**src/rtl/grid_color_reader_pkg.sv**
```systemverilog
// Shared definitions for the grid colour reader: colour RAM geometry, RRRGGGBB
// field masks, screen limits, controller state encoding and cell coordinate helper.
package grid_color_reader_pkg;

    localparam int COLOR_RAM_AW = 8;
    localparam int GRID_COLS    = 64;

    localparam logic [7:0] COLOR_R_MASK = 8'hE0;
    localparam logic [7:0] COLOR_G_MASK = 8'h1C;
    localparam logic [7:0] COLOR_B_MASK = 8'h03;

    localparam int SCREEN_W = 640;
    localparam int SCREEN_H = 480;

    typedef enum logic [2:0] {
        ST_IDLE      = 3'd0,
        ST_REQ       = 3'd1,
        ST_WAIT_DONE = 3'd2,
        ST_RD        = 3'd3,
        ST_RD_WAIT   = 3'd4,
        ST_DRAW      = 3'd5,
        ST_NEXT_COL  = 3'd6,
        ST_NEXT_ROW  = 3'd7
    } state_t;

    // Screen coordinate of the top-left pixel of a cell along one axis.
    function automatic logic [9:0] cell_origin(input logic [7:0] idx,
                                               input int unsigned offset,
                                               input int unsigned scale);
        return 10'(offset) + 10'(idx) * 10'(scale);
    endfunction

endpackage

```
**src/rtl/grid_color_reader_if.sv**
```systemverilog
// VGA pixel-write port: coordinates and colour qualified by a req/ack handshake.
interface grid_color_reader_if;

    logic [9:0] vga_x;
    logic [9:0] vga_y;
    logic [7:0] vga_color;
    logic       vga_req;
    logic       vga_ack;

    modport master (
        output vga_x,
        output vga_y,
        output vga_color,
        output vga_req,
        input  vga_ack
    );

    modport slave (
        input  vga_x,
        input  vga_y,
        input  vga_color,
        input  vga_req,
        output vga_ack
    );

endinterface

```
**src/rtl/grid_color_reader_pixel_block_emitter.sv**
```systemverilog
// Emits one SCALE x SCALE block of a single colour over the VGA req/ack port,
// raster order within the block, one pixel per accepted ack.
module pixel_block_emitter #(
    parameter int SCALE = 4
) (
    input  logic                 i_clk,
    input  logic                 i_rst_n,
    input  logic                 i_go,
    input  logic [9:0]           i_base_x,
    input  logic [9:0]           i_base_y,
    input  logic [7:0]           i_color,
    output logic                 o_block_done,
    grid_color_reader_if.master  vga
);

    localparam int CW = (SCALE > 1) ? $clog2(SCALE) : 1;
    localparam logic [CW-1:0] LAST = CW'(SCALE - 1);

    logic          r_req;
    logic [9:0]    r_x;
    logic [9:0]    r_y;
    logic [9:0]    r_base_x;
    logic [7:0]    r_color;
    logic [CW-1:0] r_dx;
    logic [CW-1:0] r_dy;
    logic          r_done;

    always_ff @(posedge i_clk or negedge i_rst_n) begin
        if (!i_rst_n) begin
            r_req    <= 1'b0;
            r_x      <= '0;
            r_y      <= '0;
            r_base_x <= '0;
            r_color  <= '0;
            r_dx     <= '0;
            r_dy     <= '0;
            r_done   <= 1'b0;
        end else begin
            r_done <= 1'b0;
            if (i_go && !r_req) begin
                r_req    <= 1'b1;
                r_base_x <= i_base_x;
                r_x      <= i_base_x;
                r_y      <= i_base_y;
                r_color  <= i_color;
                r_dx     <= '0;
                r_dy     <= '0;
            end else if (r_req && vga.vga_ack) begin
                // Coordinates only move on an accepted pixel, so they hold while unacked.
                if (r_dx == LAST) begin
                    if (r_dy == LAST) begin
                        r_req  <= 1'b0;
                        r_done <= 1'b1;
                    end else begin
                        r_dx <= '0;
                        r_x  <= r_base_x;
                        r_dy <= r_dy + CW'(1);
                        r_y  <= r_y + 10'd1;
                    end
                end else begin
                    r_dx <= r_dx + CW'(1);
                    r_x  <= r_x + 10'd1;
                end
            end
        end
    end

    assign vga.vga_req   = r_req;
    assign vga.vga_x     = r_x;
    assign vga.vga_y     = r_y;
    assign vga.vga_color = r_color;
    assign o_block_done  = r_done;

endmodule

```
**src/rtl/grid_color_reader.sv**
```systemverilog
// Row-at-a-time heat-map drawer: requests a grid row, reads its colours back from
// the colour RAM and paints each cell as a SCALE x SCALE block, wrapping after ROWS.
module grid_color_reader
    import grid_color_reader_pkg::*;
#(
    parameter int COLS     = GRID_COLS,
    parameter int ROWS     = 64,
    parameter int SCALE    = 4,
    parameter int X_OFFSET = 0,
    parameter int Y_OFFSET = 0,
    parameter int RD_LAT   = 2
) (
    input  logic                    clk_50,
    input  logic                    reset,
    input  logic                    enable,
    input  logic                    done_write_sig,
    output logic                    comp_allow,
    output logic [COLOR_RAM_AW-1:0] rd_addr,
    input  logic [7:0]              rd_data,
    output logic [7:0]              row_idx,
    output logic                    frame_done,
    grid_color_reader_if.master     vga
);

    state_t                  r_state;
    logic [7:0]              r_col;
    logic [7:0]              r_row_idx;
    logic                    r_done_latch;
    logic [3:0]              r_wait_cnt;
    logic [7:0]              r_pix_color;
    logic                    r_go;
    logic                    r_comp_allow;
    logic                    r_frame_done;
    logic [COLOR_RAM_AW-1:0] r_rd_addr;

    logic                    w_block_done;
    logic [9:0]              w_base_x;
    logic [9:0]              w_base_y;

    assign w_base_x = cell_origin(r_col, X_OFFSET, SCALE);
    assign w_base_y = cell_origin(r_row_idx, Y_OFFSET, SCALE);

    always_ff @(posedge clk_50 or negedge reset) begin
        if (!reset) begin
            r_state      <= ST_IDLE;
            r_col        <= '0;
            r_row_idx    <= '0;
            r_done_latch <= 1'b0;
            r_wait_cnt   <= '0;
            r_pix_color  <= '0;
            r_go         <= 1'b0;
            r_comp_allow <= 1'b0;
            r_frame_done <= 1'b0;
            r_rd_addr    <= '0;
        end else begin
            r_comp_allow <= 1'b0;
            r_frame_done <= 1'b0;
            r_go         <= 1'b0;
            case (r_state)
                ST_IDLE: begin
                    if (enable) begin
                        r_state      <= ST_REQ;
                        r_comp_allow <= 1'b1;
                    end
                end
                // A done pulse landing on the request cycle belongs to an older write.
                ST_REQ: begin
                    r_done_latch <= 1'b0;
                    r_state      <= ST_WAIT_DONE;
                end
                ST_WAIT_DONE: begin
                    if (r_done_latch) begin
                        r_col   <= '0;
                        r_state <= ST_RD;
                    end else if (done_write_sig) begin
                        r_done_latch <= 1'b1;
                    end
                end
                ST_RD: begin
                    r_rd_addr  <= COLOR_RAM_AW'(r_col);
                    r_wait_cnt <= '0;
                    r_state    <= ST_RD_WAIT;
                end
                ST_RD_WAIT: begin
                    if (r_wait_cnt == 4'(RD_LAT)) begin
                        r_pix_color <= rd_data;
                        r_go        <= 1'b1;
                        r_state     <= ST_DRAW;
                    end else begin
                        r_wait_cnt <= r_wait_cnt + 4'd1;
                    end
                end
                ST_DRAW: begin
                    if (w_block_done) begin
                        r_state <= ST_NEXT_COL;
                    end
                end
                ST_NEXT_COL: begin
                    if (r_col == 8'(COLS - 1)) begin
                        r_state <= ST_NEXT_ROW;
                    end else begin
                        r_col   <= r_col + 8'd1;
                        r_state <= ST_RD;
                    end
                end
                ST_NEXT_ROW: begin
                    if (r_row_idx == 8'(ROWS - 1)) begin
                        r_row_idx    <= '0;
                        r_frame_done <= 1'b1;
                    end else begin
                        r_row_idx <= r_row_idx + 8'd1;
                    end
                    // enable is only sampled here, so a dropped enable finishes the row first.
                    if (enable) begin
                        r_state      <= ST_REQ;
                        r_comp_allow <= 1'b1;
                    end else begin
                        r_state <= ST_IDLE;
                    end
                end
                default: r_state <= ST_IDLE;
            endcase
        end
    end

    pixel_block_emitter #(
        .SCALE (SCALE)
    ) u_emitter (
        .i_clk        (clk_50),
        .i_rst_n      (reset),
        .i_go         (r_go),
        .i_base_x     (w_base_x),
        .i_base_y     (w_base_y),
        .i_color      (r_pix_color),
        .o_block_done (w_block_done),
        .vga          (vga)
    );

    assign comp_allow = r_comp_allow;
    assign rd_addr    = r_rd_addr;
    assign row_idx    = r_row_idx;
    assign frame_done = r_frame_done;

endmodule

```
**src/flat_wrapper.sv**
```systemverilog
// flat-port wrapper written by rule: the top's interface ports become plain ports
module grid_color_reader_flat import grid_color_reader_pkg::*;
#(
    parameter int COLS     = GRID_COLS,
    parameter int ROWS     = 64,
    parameter int SCALE    = 4,
    parameter int X_OFFSET = 0,
    parameter int Y_OFFSET = 0,
    parameter int RD_LAT   = 2
)
  (clk_50, reset, enable, done_write_sig, comp_allow, rd_addr, rd_data, row_idx, frame_done, vga_vga_x, vga_vga_y, vga_vga_color, vga_vga_req, vga_vga_ack);
  grid_color_reader_if vga_i ();
  input  logic clk_50;
  input  logic reset;
  input  logic enable;
  input  logic done_write_sig;
  output logic comp_allow;
  output logic [COLOR_RAM_AW-1:0] rd_addr;
  input  logic [7:0] rd_data;
  output logic [7:0] row_idx;
  output logic frame_done;
  output wire logic [$bits(vga_i.vga_x)-1:0] vga_vga_x;
  output wire logic [$bits(vga_i.vga_y)-1:0] vga_vga_y;
  output wire logic [$bits(vga_i.vga_color)-1:0] vga_vga_color;
  output wire logic [$bits(vga_i.vga_req)-1:0] vga_vga_req;
  input wire logic [$bits(vga_i.vga_ack)-1:0] vga_vga_ack;
  assign vga_vga_x = vga_i.vga_x;
  assign vga_vga_y = vga_i.vga_y;
  assign vga_vga_color = vga_i.vga_color;
  assign vga_vga_req = vga_i.vga_req;
  assign vga_i.vga_ack = vga_vga_ack;
  grid_color_reader #(.COLS(COLS), .ROWS(ROWS), .SCALE(SCALE), .X_OFFSET(X_OFFSET), .Y_OFFSET(Y_OFFSET), .RD_LAT(RD_LAT)) u_core (.clk_50(clk_50), .reset(reset), .enable(enable), .done_write_sig(done_write_sig), .comp_allow(comp_allow), .rd_addr(rd_addr), .rd_data(rd_data), .row_idx(row_idx), .frame_done(frame_done), .vga(vga_i));
endmodule
```
**config.mk**
```make
export PLATFORM = sky130hd
export DESIGN_NAME = grid_color_reader_flat
export DESIGN_NICKNAME = d
export VERILOG_FILES = /design/src/rtl/grid_color_reader_pkg.sv /design/src/rtl/grid_color_reader_if.sv /design/src/rtl/grid_color_reader_pixel_block_emitter.sv /design/src/rtl/grid_color_reader.sv /design/src/flat_wrapper.sv
export SDC_FILE = /design/constraint.sdc
export NUM_CORES = 1
export LEC_CHECK = 0
export ABC_AREA = 1
export ABC_CLOCK_PERIOD_IN_PS = 3910
export CAP_MARGIN = 20
export CORE_AREA = 2 2 88 90
export DETAILED_ROUTE_END_ITERATION = 16
export DIE_AREA = 0 0 90 92
export HOLD_SLACK_MARGIN = 0.05
export PLACE_DENSITY_LB_ADDON = 0.25
export SLEW_MARGIN = 5
export SYNTH_ARGS = -nofsm -noshare
export SYNTH_HDL_FRONTEND = slang
export SYNTH_SLANG_ARGS = --single-unit
```
**constraint.sdc**
```tcl
create_clock -name clk_50 -period 3.91 [get_ports clk_50]
set_clock_uncertainty 0.15 [all_clocks]
set_input_delay 0.782 -clock clk_50 [delete_from_list [all_inputs] [get_ports clk_50]]
set_output_delay 0.782 -clock clk_50 [all_outputs]
set_load 0.02 [all_outputs]
```
; ---- After elaboration in Yosys (flattened, before gate mapping)
; Cells that the tools add are included.
[word_totals]
latchBits = 0
romBits = 0
ram_bits = 0
output_inout_bits = 47
inputBits = 13
regBits = 85
n_memories = 0
[op_classes]
n_mux = 46
shift = 0
n_eq_ne = 20
reduce_logical = 18
order_cmp = 0
multipliers = 0
bitwise_logic = 0
addsub = 7
n_div = 0
[op_table]
columns = cell, n
row1 = two-way mux 10 bit, 8
row2 = two-way mux 8 bit, 3
row3 = one-hot mux 3 bit (8 select lines), 1
row4 = adder 10 x 1 -> 10 bit (second input constant), 2
row5 = two-way mux 1 bit, 17
row6 = adder 8 x 1 -> 8 bit (second input constant), 2
row7 = == test 8 x 6 -> 1 bit (second input constant), 2
row8 = two-way mux 2 bit, 8
row9 = one-hot mux 8 bit (2 select lines), 1
row10 = two-way mux 3 bit, 5
row11 = == test 3 bit (second input constant), 4
row12 = nonzero test 2 bit, 6
row13 = != test 2 bit (second input constant), 5
row14 = AND reduction 3 bit, 3
row15 = one-hot mux 4 bit (2 select lines), 1
row16 = == test 3 x 2 -> 1 bit (second input constant), 2
row17 = AND reduction 2 bit, 3
row18 = adder 2 x 1 -> 2 bit (second input constant), 2
row19 = adder 4 x 1 -> 4 bit (second input constant), 1
row20 = == test 2 bit (second input constant), 2
row21 = == test 4 x 2 -> 1 bit (second input constant), 1
row22 = two-way mux 4 bit, 1
row23 = != test 2 x 1 -> 1 bit (second input constant), 2
row24 = AND reduction 4 bit, 1
row25 = other kinds (7), 8

; ---- Logic depth before layout (Yosys ltp)
[logic_depth]
word_depth = 5
ltp_mapped = 10

; ---- Modules after synthesis
; From an unflattened synthesis, not the netlist that was laid out.
[unflattened]
hier_cells = 553
area_unflattened_um2 = 4406.7
[modules_own_cells]
columns = module, cells_each, n_inst, area_each_um2
row1 = pixel_block_emitter, 303, 1, 2302.2
row2 = grid_color_reader, 250, 1, 2104.5

; ---- Worst setup path after synthesis
; Ideal clock, no wire load.
[synth_path]
kind = input port to flip-flop
start = input port vga_vga_ack
end = register u_core.u_emitter.r_y[4] (netlist: u_core.u_emitter.vga.vga_y[4])
setup_ns = 0.119
t_arrival_ns = 1.450
stages = 6
required_ns = 3.641
path_slack_ns = 2.191
path_cell_list = nand2_1 > nand2_1 > nand2_1 > buf_2 > a21oi_1 > o21a_1
[synth_via]
elab_chain_len = 3
[synth_rtl]
columns = element, line
row1 = start: declaration, flat_wrapper.sv:26  ; input wire logic [$bits(vga_i.vga_ack)-1:0] vga_vga_ack;
row2 = logical AND 1 bit, grid_color_reader_pixel_block_emitter.sv:48  ; end else if (r_req && vga.vga_ack) begin
row3 = nonzero test 2 bit (no line), n/a
row4 = AND reduction 3 bit (no line), n/a
row5 = end signal: assignment, grid_color_reader_pixel_block_emitter.sv:44  ; r_y <= i_base_y;
row6 = end signal: assignment, grid_color_reader_pixel_block_emitter.sv:58  ; r_y <= r_y + 10'd1;
row7 = end: declaration, grid_color_reader_pixel_block_emitter.sv:21  ; logic [9:0] r_y;
; No other way between the ends.
; A chain may end at the register's enable or synchronous reset.

; ---- Worst setup path after layout
[layout_path]
start = register u_core.r_row_idx[2] (netlist: u_core.row_idx[2])
end = output port row_idx[2]
[layout_rtl]
columns = element, line
row1 = start: declaration, grid_color_reader.sv:27  ; logic [7:0] r_row_idx;
row2 = start signal: assignment, grid_color_reader.sv:111  ; r_row_idx <= r_row_idx + 8'd1;
row3 = end: declaration, flat_wrapper.sv:20  ; output logic [7:0] row_idx;
; No word-level cell between the ends.

==> flow_summary_export.csv <==
group,metric,value,unit
clock_tree,cts_buffers,9,
worst_setup_path,crit_family,"buffers and inverters",
worst_setup_path,path_buf_inv,1,
worst_setup_path,worst-setup-path-type,"reg -> out",
final_layout,fin_nets,594,
global_route,use_met3,3.862,%
global_route,grtUsageMet2,39.35,%
synthesis,synthArstFlopShare,100.0,%
clock_tree,cts_setup_buffers,0,
synthesis,yosysTopAreaCell,"dfrtp_1",
power_and_ir_drop,peakVddDrop,0.2922,mV
worst_setup_path,critPathCaptureType,"output pin",
synthesis,syn_area,4185,µm²
clock_tree,cts_tree,"yes",
global_route,grt_usage,23.77,%
routing,vias,3615,
synthesis,synth_edf_count,0,
clock_tree,clk_pin_slew,0.08,ns
worst_setup_path,crit_slowest_cell,"clkdlybuf4s50_1",
global_route,grt_overflow,0,
worst_setup_path,cp_cell_sequence,"clkdlybuf4s50_1",
worst_setup_path,critPathLaunchType,"flip-flop",
routing,totalWireLength,9157,µm
sta,hold_violations,0,
clock_tree,clock-root-buffer,"clkbuf_8",
sta,max_freq,0.4079,GHz
final_layout,mostFrequentLayoutCell,"nand2_1",
floorplanning,die-area,8280,µm²
routing,via_per_inst,5.324,
sta,tightest_slew,0.7332,ns
routing,drc,0,
worst_setup_path,worstPathArrival,1.52,ns
synthesis,synth_cells,514,
global_route,grt_pass1_wl,15950,µm
sta,whs,0.2615,ns
synthesis,synth.distinct_cells,33,
sta,fin_crit_sh,62.70,%
synthesis,synth_warnings,0,
global_route,grt-busiest-layer,"met2",
final_layout,antenna_cells,0,
routing,drtIter0Drc,211,
clock_tree,numClockSinks,85,
sta,slew_viol_final,0,
floorplanning,core_area,7447,µm²
placed_design,dp_cells,663,
power_and_ir_drop,leakagePower,0.002442,µW
clock_tree,cts_hold_buf,0,
global_route,use_met1,30.68,%
placed_design,place_hpwl,6293,µm
synthesis,synth_area_leaders,"dfrtp_1, nand2_1, inv_1",
sta,fin_setup_tns,0,ns
floorplanning,die_h,92,µm
sta,period_needed,2.451,ns
final_layout,syn2layout_area_growth,22.00,%
hold_path,hold_class,"in -> async",
floorplanning,die_w,90,µm
sta,max_slew_margin,50.94,%
clock_tree,h-tree-depth,3,
floorplanning,fp-row-count,32,
clock_tree,cts-resized-gates,0,
floorplanning,io_pins,60,
final_layout,fin_cells,679,
synthesis,synth_top_area_share,50.82,%
floorplanning,start_util,56.20,%
global_route,grt_max_degree,86,
sta,rsz0062_at_grt,"false",
synthesis,syn-num-nets,535,
sta,setup_violations,0,
routing,dr.pass1.iters,5,
worst_setup_path,required,2.98,ns
power_and_ir_drop,power_density,635.4,nW/µm²
placed_design,place.gp.congestion,0.8729,
placed_design,numPortBuffers,59,
final_layout,drive_above_1_share,7.799,%
synthesis,synth-main-ff-cell,"dfrtp_1",
worst_setup_path,crit_fanout,6,
final_layout,final_cell_mix,"nand2_1, dfrtp_1, clkdlybuf4s50_1",
synthesis,avgSynthCellArea,8.143,µm²
global_route,grt_pass1_vias,3449,
worst_setup_path,worst_path_largest_cell_delay,0.67,ns
synthesis,ys_seq_area_share,50.82,%
routing,antenna_left,0,
synthesis,ys_ff_latch,85,
clock_tree,clock_latency,0.35,ns
status,outcome,"finished clean",
clock_tree,cts_max_path_buffers,2,
global_route,antenna_found_initial,0,
routing,wl_per_cell,13.49,µm
run,maxCapViolations,0,
==> where the power goes <==
part | internal (µW) | switching, µW | total, µW
clock network | 455 | 308 | 763
logic | 482 | 669 | 1150
registers | 1100 | 236 | 1330
==> cell usage after synthesis, types with 3 or more instances <==
master / number
nand2_1: 134
dfrtp_1: 85
inv_1: 54
nor2_1: 46
o21ai_0: 37
nand3_1: 34
a21oi_1: 29
o21ai_1: 11
ha_1: 8
inv_2: 8
buf_2: 7
nand4_1: 7
nor3_1: 5
nand3_2: 4
o21bai_1: 4
or2_2: 4
xnor2_1: 4
xor2_1: 4
buf_4: 3
nand2_2: 3
nor2_2: 3
nor2_4: 3
o31ai_1: 3
==> routing by layer <==
metal	share of wire, %	up-vias
met5	0	-
met4	2.5	0
met3	3.9	20
met2	50	87
met1	44	1733
li1	-	1775
==> layout make-up <==
type,instances,area [µm²]
Inverter,62,232.7
Tap cell,102,127.6
Fill cell,617,2341
Clock inverter,4,95.09
Clock buffer,11,151.4
Multi-Input combinational cell,354,1757
Timing Repair Buffer,61,615.6
Sequential cell,85,2127
==> state kept, by name (all words and copies together) (netlist names), 2 cells and up <==
register                        flops
u_core.r_col                        8
u_core.u_emitter.vga.vga_x         10
u_core.row_idx                      8
u_core.r_wait_cnt                   4
u_core.u_emitter.r_dy               2
u_core.r_pix_color                  8
u_core.u_emitter.r_base_x           8
u_core.u_emitter.r_dx               2
u_core.r_state                      3
u_core.u_emitter.vga.vga_color      8
u_core.u_emitter.vga.vga_y         10
u_core.rd_addr                      8
==> path summary, 6_finish.rpt <==
kind	start	end	slack, ns	cells after the start
setup / recovery	u_core.row_idx[2]	row_idx[2]	1.46	1
hold / removal	reset	u_core.rd_addr[5]	0.26	1
setup reg to reg	u_core.u_emitter.r_dx[0]	u_core.u_emitter.vga.vga_y[7]	1.55	8
hold reg to reg	u_core.r_pix_color[5]	u_core.r_pix_color[5]	0.33	2
max in group asynchronous	reset	u_core.row_idx[4]	2.73	2
min in group clk_50	u_core.r_pix_color[5]	u_core.r_pix_color[5]	0.33	2
==> through the flow <==
step / worst slack (ns) / util, % / total power, µW / area, µm²
finish: 1.459 / 68.57 / 3245 / 5106
CTS: 1.454 / 68.30 / 3255 / 5086
detailed placement: 1.256 / 64.99 / 2493 / 4840
global placement: 1.301 / 64.99 / 2444 / 4840
floorplan: 2.191 / - / 2053 / 4185
global route: 1.237 / 68.57 / 3475 / 5106
==> kinds of logic (layout without fill, tap and decap cells) <==
group / Yosys count / after routing / share of synthesized area, %
AND/OR/NAND/NOR: 248 / 248 / 26.37
buffers and inverters: 75 / 138 / 7.205
XOR/XNOR: 8 / 8 / 1.674
adder cells (fa/ha/maj): 8 / 8 / 2.392
AO/OA/AOI/OAI: 90 / 90 / 11.54
flip-flops: 85 / 85 / 50.82
(Power assumes the default switching activity.)
